File: src/rtl/gin.sv
// gin: global input network; scatters one tagged GLB word to every PE whose scanned (Y, X) IDs match.
// A single holding register keeps the word until each targeted PE has handshaked.
module gin #(
    parameter int NUMS_PE_ROW = 6,
    parameter int NUMS_PE_COL = 8,
    parameter int XID_BITS    = 5,
    parameter int YID_BITS    = 5,
    parameter int DATA_BITS   = 32
) (
    input  logic                                       clk,
    input  logic                                       rst,
    input  logic                                       GIN_valid,
    output logic                                       GIN_ready,
    input  logic [DATA_BITS-1:0]                       GIN_data,
    input  logic [XID_BITS-1:0]                        tag_X,
    input  logic [YID_BITS-1:0]                        tag_Y,
    input  logic                                       set_XID,
    input  logic [XID_BITS-1:0]                        XID_scan_in,
    input  logic                                       set_YID,
    input  logic [YID_BITS-1:0]                        YID_scan_in,
    output logic [NUMS_PE_ROW*NUMS_PE_COL-1:0]           PE_valid,
    input  logic [NUMS_PE_ROW*NUMS_PE_COL-1:0]           PE_ready,
    output logic [DATA_BITS*NUMS_PE_ROW*NUMS_PE_COL-1:0] PE_data,
    output logic                                       GIN_miss
);
    localparam int N = NUMS_PE_ROW * NUMS_PE_COL;

    logic [YID_BITS-1:0]  r_yid [NUMS_PE_ROW];
    logic [XID_BITS-1:0]  r_xid [N];
    logic                 r_full;
    logic                 r_miss;
    logic [N-1:0]         r_pending;
    logic [DATA_BITS-1:0] r_hold;
    logic [N-1:0]         w_target;
    logic [N-1:0]         w_left;
    logic                 w_accept;

    for (genvar p = 0; p < N; p++) begin : g_tgt
        assign w_target[p] = (r_yid[p / NUMS_PE_COL] == tag_Y) && (r_xid[p] == tag_X);
    end

    assign GIN_ready = ~r_full & ~rst;
    assign w_accept  = GIN_valid & GIN_ready;
    assign w_left    = r_pending & ~PE_ready;
    assign PE_valid  = r_full ? r_pending : '0;
    assign PE_data   = {N{r_hold}};
    assign GIN_miss  = r_miss;

    always_ff @(posedge clk) begin
        if (rst) begin
            r_yid     <= '{default: '0};
            r_xid     <= '{default: '0};
            r_full    <= 1'b0;
            r_miss    <= 1'b0;
            r_pending <= '0;
            r_hold    <= '0;
        end else begin
            if (set_YID) begin
                for (int i = 0; i < NUMS_PE_ROW - 1; i++) r_yid[i] <= r_yid[i+1];
                r_yid[NUMS_PE_ROW-1] <= YID_scan_in;
            end
            if (set_XID) begin
                for (int i = 0; i < N - 1; i++) r_xid[i] <= r_xid[i+1];
                r_xid[N-1] <= XID_scan_in;
            end
            // An unmatched word is consumed in one cycle and flagged instead of blocking the GLB.
            r_miss <= w_accept & ~|w_target;
            if (w_accept) begin
                r_hold    <= GIN_data;
                r_pending <= w_target;
                r_full    <= |w_target;
            end else if (r_full) begin
                r_pending <= w_left;
                r_full    <= |w_left;
            end
        end
    end
endmodule

File: config.mk
export PLATFORM = sky130hd
export DESIGN_NAME = gin
export DESIGN_NICKNAME = d
export VERILOG_FILES = /design/src/rtl/gin.sv
export SDC_FILE = /design/constraint.sdc
export NUM_CORES = 1
export LEC_CHECK = 0
export CORE_AREA = 2 2 652 654
export CTS_BUF_LIST = sky130_fd_sc_hd__clkbuf_4 sky130_fd_sc_hd__clkbuf_8
export DETAILED_ROUTE_END_ITERATION = 6
export DIE_AREA = 0 0 654 656
export SLEW_MARGIN = 10
export SYNTH_ARGS = -nofsm -noshare
export SYNTH_HDL_FRONTEND = slang
export SYNTH_SLANG_ARGS = --single-unit
File: constraint.sdc
create_clock -name clk -period 2.4 [get_ports clk]
set_input_delay 0.48 -clock clk [delete_from_list [all_inputs] [get_ports clk]]
set_output_delay 0.48 -clock clk [all_outputs]
set_load 0.1 [all_outputs]
## Word level (Yosys, flattened, before mapping)

Index checks and enable logic that the tools add are counted.
W data, S select, Z words.

- Output and inout port bits: 1586
- Input bits: 105
- Register bits after elaboration: 352

- Reduce and logical (&&, ||, !) cells: 52
- Bitwise gates (word level): 7
- Mux-type cells: 5
- Equal/unequal tests: 54

Operators with widths:

| kind | count |
|---|---|
| $eq A5 B5 Y1 | 54 |
| $mux W48 | 3 |
| $reduce_or A48 Y1 | 2 |
| $and A48 B48 Y48 | 1 |
| $logic_and A1 B1 Y1 | 48 |
| $not A48 Y48 | 1 |
| $and A1 B1 Y1 | 3 |
| $mux W1 | 2 |
| $not A1 Y1 | 2 |
| $reduce_bool A2 Y1 | 1 |
| $logic_not A1 Y1 | 1 |

## Depth between registers and ports, before layout

Gate-level depths: netlist of run 1.

- Word-level depth: 5
- Depth in mapped cells: 10

## Worst setup path after synthesis of run 1

Ideal clock, no wire load.

- Path type: input -> output
- Start point: input port rst
- End point: output port GIN_ready
- Required time: 1.920 ns
- Stages on the path: 4
- Arrival time: 2.326 ns
- Setup slack: -0.406 ns
- Cell sequence: clkbuf_1 clkbuf_1 buf_1 nor2_1

- Longest elaborated chain between the ends: 2

RTL lines:

| what | line | source |
|---|---|---|
| from (decl) | 11 | `input logic rst,` |
| $not A1 Y1 | 42 | `assign GIN_ready = ~r_full & ~rst;` |
| $and A1 B1 Y1 | 42 |  |
| to (decl) | 13 | `output logic GIN_ready,` |

Every way passes these cells.

## Worst setup path in the final report of run 1

- Start point: register r_hold[20]
- End point: output port PE_data[980]

RTL lines:

| what | line | source |
|---|---|---|
| from (decl) | 33 | `logic [DATA_BITS-1:0] r_hold;` |
| from (signal assigned) | 69 | `r_hold <= GIN_data;` |
| to (decl) | 23 | `output logic [DATA_BITS*NUMS_PE_ROW*NUMS_PE_COL-1:0] PE_data,` |

No word-level cell between the ends.

==> reports/qor.yml, run 1 <==
violations: "negative setup slack"
dp_hpwl_um: 99700
synth_area_leaders: "buf_4 (41%), dfxtp_1 (25%), mux2i_1 (9.7%)"
cp.arrival_ns: 1.93
dieArea_um2: 429000
post_drt_wl_per_cell_um: 14.9
power_density_nw_per_um2: 519
rsz0062_at_grt: "yes"
hold_class: "input pin to flip-flop"
cts_tree: "yes"
detail_route.iter0.violations: 1199
synthesis.area_um2: 27900
cp-end-kind: "output port"
syn-num-nets: 3454
synth_seq_cells: 352
ant_nets: 0
initial_utilization_pct: 6.60
maxSlewViolCount: 0
leakage_uw: 0.0252
routed-via-count: 22100
hold_violations: 0
ff2ff_setup_slack_ns: 0.19
final_common_cell: "buf_12"
fin_util_pct: 15.5
synth_top_area_share_pct: 40.7
synth_warnings: 0
num_io_pins: 1691
final.min_clock_period_ns: 2.41
setup_viol: 8
yosysSeqAreaShare_pct: 25.3
reg2reg_from: "r_yid[4]"
tightest_slew_ns: 1.07
critPathLaunchType: "flip-flop"
reg2reg_depth: 7
peakVddDrop_v: 0.000332
drive_gt1_share_pct: 55.1
status: "finished, violations left"
grt_overflow: 0
portBuffers: 1690
max_freq_ghz: 0.415
crit_end: "PE_data[980]"
wl_um: 143000
clk_path_buf_depth: 4
antenna_found_initial: 14
synth_compound_area_share_pct: 2.58
syn_inst: 3349
cp-startpoint: "r_hold[20]"
root_buffer: "clkbuf_8"
rows: 239
synth_area_per_cell_um2: 8.32
synth_top_family_by_area: "buffers and inverters"
syn_to_final_growth_pct: 135
htreeDepth: 3
drc: 0
yosys-mux-area-fraction_pct: 9.70
finalCritPeriodShare_pct: 100
clock_latency_ns: 0.87
grt_usage_pct: 6.05
crit_required_ns: 1.92
first_pass_iters: 5
cts_made_buffers: 72
synth_top_cell_by_area: "buf_4"
place_ws_ns: -0.567
crit_path_max_fanout: 6
routabilityCongestion: 0.841
synth-simple-area-share_pct: 10.4
cap_violations: 0
layout_setup_ws_ns: -0.0114
nets: 4021
drt-vias-per-instance: 2.29
fin_skew_ns: 0.154
cts.sinks: 352
clk_pin_slew_ns: 0.06
yosys.area_share.xor_xnor_pct: 8.49
final_cell_mix: "buf_12 (1500), dfxtp_1 (319), nor2_1 (276)"
grt_max_degree: 104
synthAdderAreaFrac_pct: 0
r2r_end: "r_full"
grt_pass1_vias: 22400
die_h_um: 656
slew_headroom_pct: 28.1
synth_cell_types: 34
fp.dieW_um: 654
grt_first_pass_wirelength_um: 187000
timing_worst_setup_path_type: "flip-flop to output port"
core_area_um2: 422000
## power by group
part | switching [µW] | internal [µW]
Sequential | 126 | 5890
Combinational | 13600 | 6980
Clock | 3250 | 4140
## timing repair
item / CTS / global route
hold buffers: 9 / 0
gates resized for setup: 285 / 115
endpoints found under the hold margin: 13 / 0
endpoints found under the setup margin: 1386 / 855
gates cloned: 47 / 30
setup buffers: 65 / 51
## registers in the layout, indices dropped and copies added (netlist names)
| register | flops |
|---|---|
| r_hold | 32 |
| r_full | 1 |
| GIN_miss | 1 |
| r_pending | 48 |
| r_yid | 30 |
| r_xid | 240 |
## synthesized netlist by cell type
library cell and number:
a21boi_0 2, a21oi_1 80, a221oi_1 12, a22oi_1 3, a311oi_1 1, and2_1 48
and3_1 2, and4_1 6, buf_1 31, buf_12 1, buf_2 13, buf_4 1510
buf_6 14, clkbuf_1 66, dfxtp_1 352, inv_1 48, mux2i_1 270, nand2_1 110
nand2b_1 1, nand3_1 114, nand4_1 3, nor2_1 277, nor2b_1 15, nor3_1 55
nor3_2 2, nor4_1 10, nor4b_2 1, o21a_1 1, o21ai_0 15, o22ai_1 12
o31a_1 1, or4_1 3, xnor2_1 156, xor2_1 114
## worst min-delay path by stage
stage,start,slack (ns),cells after the start,to
floorplan,r_pending[21],0.46,2,r_pending[21]
global placement,r_hold[11],0.47,2,r_hold[11]
detailed placement,r_hold[11],0.48,2,r_hold[11]
CTS,GIN_data[15],0.008,3,r_hold[15]
global route,GIN_data[17],0.08,3,r_hold[17]
finish,set_XID,0.15,3,r_xid[47]
## cell families after synthesis
group                  Yosys count
flip-flops                     352
AO/OA/AOI/OAI                  127
AND/OR/NAND/NOR                647
XOR/XNOR                       270
multiplexers                   270
buffers and inverters         1683
## layout make-up
class	count	area (µm²)
fillers	46500	357000
repair buffers	2128	40700
multi-input cells	1314	8720
flip-flops and latches	352	7160
well taps	5663	7090
clock buffers	101	1310
clock inverters	15	244
inverters	48	180
diodes	10	25.0
## through the flow
step / area (µm²) / total power, µW / hold WS, ns / std cells / TNS, ns
global placement: 58500 / 25500 / 0.466 / 9316 / -4.40
global route: 65500 / 35100 / 0.0756 / 9628 / -30.36
detailed placement: 58500 / 25600 / 0.477 / 9316 / -4.53
finish: 65500 / 34000 / 0.147 / 9631 / -0.0716
CTS: 63800 / 34300 / 0.00752 / 9551 / -93.02
floorplan: 27900 / 19700 / 0.456 / 3349 / 0
## critical path: stages (launching register included)
cell and delay, ns:
dfxtp_4 0.44, buf_16 0.19, buf_12 0.18, buf_16 0.18
## routing by layer
metal	wire [µm]	track usage, %	up-vias
met5	0	0	-
met1	58400	7.33	10600
li1	-	-	10400
met2	70800	10.5	1007
met3	9120	1.26	147
met4	4740	2.02	0
Note: power is estimated with default switching activity, not from simulation.
==> run 2: changes to the inputs <==
- CELL_PAD_IN_SITES_DETAIL_PLACEMENT: default -> 1
- CELL_PAD_IN_SITES_GLOBAL_PLACEMENT: default -> 1
- CORE_AREA: 2 2 652 654 -> 2 2 656 658
- DIE_AREA: 0 0 654 656 -> 0 0 658 660
- PLACE_DENSITY_LB_ADDON: default -> 0.1
- SETUP_SLACK_MARGIN: default -> 0.4
==> reports/qor.yml, run 2 (synthesis results as in run 1) <==
largest_reg_flops: 240  # unchanged
maxSlewViolCount: 0  # unchanged
initial_utilization_pct: 6.53  # -0.069 points
critPathSlowestCell: "dfxtp_4"
root_buffer: "clkbuf_8"
layout_setup_ws_ns: -0.0535  # -0.0421 ns
fin_tns_setup_ns: -0.972  # -0.901 ns
status: "finished, violations left"
drive_gt1_share_pct: 61.2  # +6.1 points
fp.dieW_um: 658  # +0.61%
grt_overflow: 0  # unchanged
clk_pin_slew_ns: 0.06  # about the same
critPathLaunchType: "flip-flop"
grt_first_pass_wirelength_um: 294000  # +57%
cts_made_buffers: 88  # +22%
clk_path_buf_depth: 3  # -1
grt_usage_pct: 10.2  # +4.1 points
cts_tree: "yes"
drt-vias-per-instance: 2.39  # +4.1%
nets: 4421  # +9.9%
rows: 240  # +0.42%
power_uw: 37500  # +10%
path_cells: "buf_16 > clkbuf_16 > buf_12"
fin_area_um2: 76100  # +16%
clock_latency_ns: 0.79  # -0.08 ns
power_frac_clock_pct: 22.1  # +0.4 points
peakVddDrop_v: 0.000316  # -5.0%
drc: 0  # unchanged
cp.arrival_ns: 1.97  # +0.04 ns
portBuffers: 1690  # unchanged
critPathMaxStageDelay_ns: 0.36  # -0.08 ns
routed-via-count: 24100  # +8.9%
final_cell_mix: "buf_12 (1158), buf_16 (824), buf_4 (317)"
leakage_uw: 0.0300  # +19%
max_freq_ghz: 0.408  # -1.7%
dieArea_um2: 434000  # +1.2%
hold-worst-slack_ns: 0.166  # +0.0191 ns
reg_top3: "r_xid x240, r_pending x48, r_hold x32"
antenna_found_initial: 27  # +13
cap_violations: 0  # unchanged
post_drt_wl_per_cell_um: 22.8  # +54%
switchingPower_uw: 18300  # +8.0%
ant_nets: 0  # unchanged
violations: "negative setup slack"
wl_um: 230000  # +61%
cp-end-kind: "output port"
routabilityCongestion: 0.700  # -17%
crit_path_max_fanout: 10  # +4
final_common_cell: "buf_12"
die_h_um: 660  # +0.61%
top_register: "r_xid"
rsz0062_at_grt: "yes"
detail_route.iter0.violations: 549  # -54%
power_density_nw_per_um2: 493  # -5.0%
tightest_slew_ns: 0.613  # -0.462 ns
fin_skew_ns: 0.0609  # -0.0928 ns
grt_pass1_vias: 25900  # +16%
setup_viol: 37  # +29
hold_violations: 0  # unchanged
place_ws_ns: -0.928  # -0.362 ns
num_io_pins: 1691  # unchanged
timing_worst_setup_path_type: "flip-flop to output port"
syn_to_final_growth_pct: 173
finalCritPeriodShare_pct: 102  # +1.8 points
power_switching_share_pct: 48.9  # -1.1 points
slew_headroom_pct: 58.7  # +31 points
intPower_uw: 19200  # +13%
power_frac_seq_pct: 16.0  # -1.7 points
htreeDepth: 3  # unchanged
pwr-share-comb_pct: 62.0  # +1.4 points
crit_required_ns: 1.92  # about the same
hold_class: "input pin to flip-flop"
final.min_clock_period_ns: 2.45  # +0.0421 ns
dp_hpwl_um: 177000  # +77%
cts.sinks: 352  # unchanged
grt_max_degree: 86  # -17%
core_area_um2: 427000  # +1.1%
place_area_um2: 59800  # +2.2%
first_pass_iters: 4  # -1
==> run 2: changes by cell type in the layout (fill, tap and decap cells not counted), moves of 8 or more <==
cell,delta
clkbuf_8,+18
and2_4,+48
buf_6,+52
and2_1,-48
buf_12,-342
clkbuf_16,-18
buf_4,+116
buf_16,+571
dlygate4sd3_1,-8
clkbuf_4,+21
buf_8,+19
==> run 2: routing by layer <==
metal	vias up	GRT usage (%)	wire, µm
li1	11300	-	-
met1	11900	11.6	89900
met2	755	19.9	129000
met3	137	1.80	8870
met4	4	1.17	2720
met5	-	0	24
==> run 2: timing repair <==
item | 4_1_cts | 5_1_grt
buffers inserted | 219 | 68
gates resized for setup | 1214 | 147
pin swaps | 11 | 9
hold endpoints to repair | 22 | 0
cloned | 124 | 7
hold buffers | 2 | 0
setup endpoints to repair | 1635 | 1656
==> run 2: area by class of cell <==
cell class | instances | area, µm²
Fill cell | 47200 | 351000
Timing Repair Buffer | 2512 | 50800
Multi-Input combinational cell | 1314 | 8970
Sequential cell | 352 | 7180
Tap cell | 5687 | 7120
Clock buffer | 140 | 1710
Inverter | 48 | 183
Clock inverter | 8 | 121
Antenna cell | 10 | 25.0
==> run 2: final timing paths <==
check                                    from             to  slack (ns)  cells after the start
worst max-delay path               r_hold[29]   PE_data[285]       -0.05                      3
worst min-delay path                  set_XID       r_xid[2]        0.17                      3
worst max register to register  r_pending[19]         r_full        0.18                      9
worst min register to register  r_pending[37]  r_pending[37]        0.49                      2
==> run 2: metrics by stage <==
step / std cells / utilization, %
floorplan: 3349 / -
global placement: 9493 / 14.0
detailed placement: 9493 / 14.0
CTS: 9986 / 17.4
global route: 10100 / 17.8
finish: 10100 / 17.8
==> run 2: power by group through the flow <==
stage	clock network, µW	registers [µW]	logic (µW)
after floorplan	0	6550	13100
after detailed placement	0	6270	20200
after CTS	9000	5990	23300
after global routing	9140	5990	23800
after global placement	0	6270	20300
final	8280	5980	23200
==> run 2: worst max-delay path: cells and delay by family (launching register included) <==
family / cells / cell delay [ns]
buf+inv: 3 / 0.60
flops: 1 / 0.36
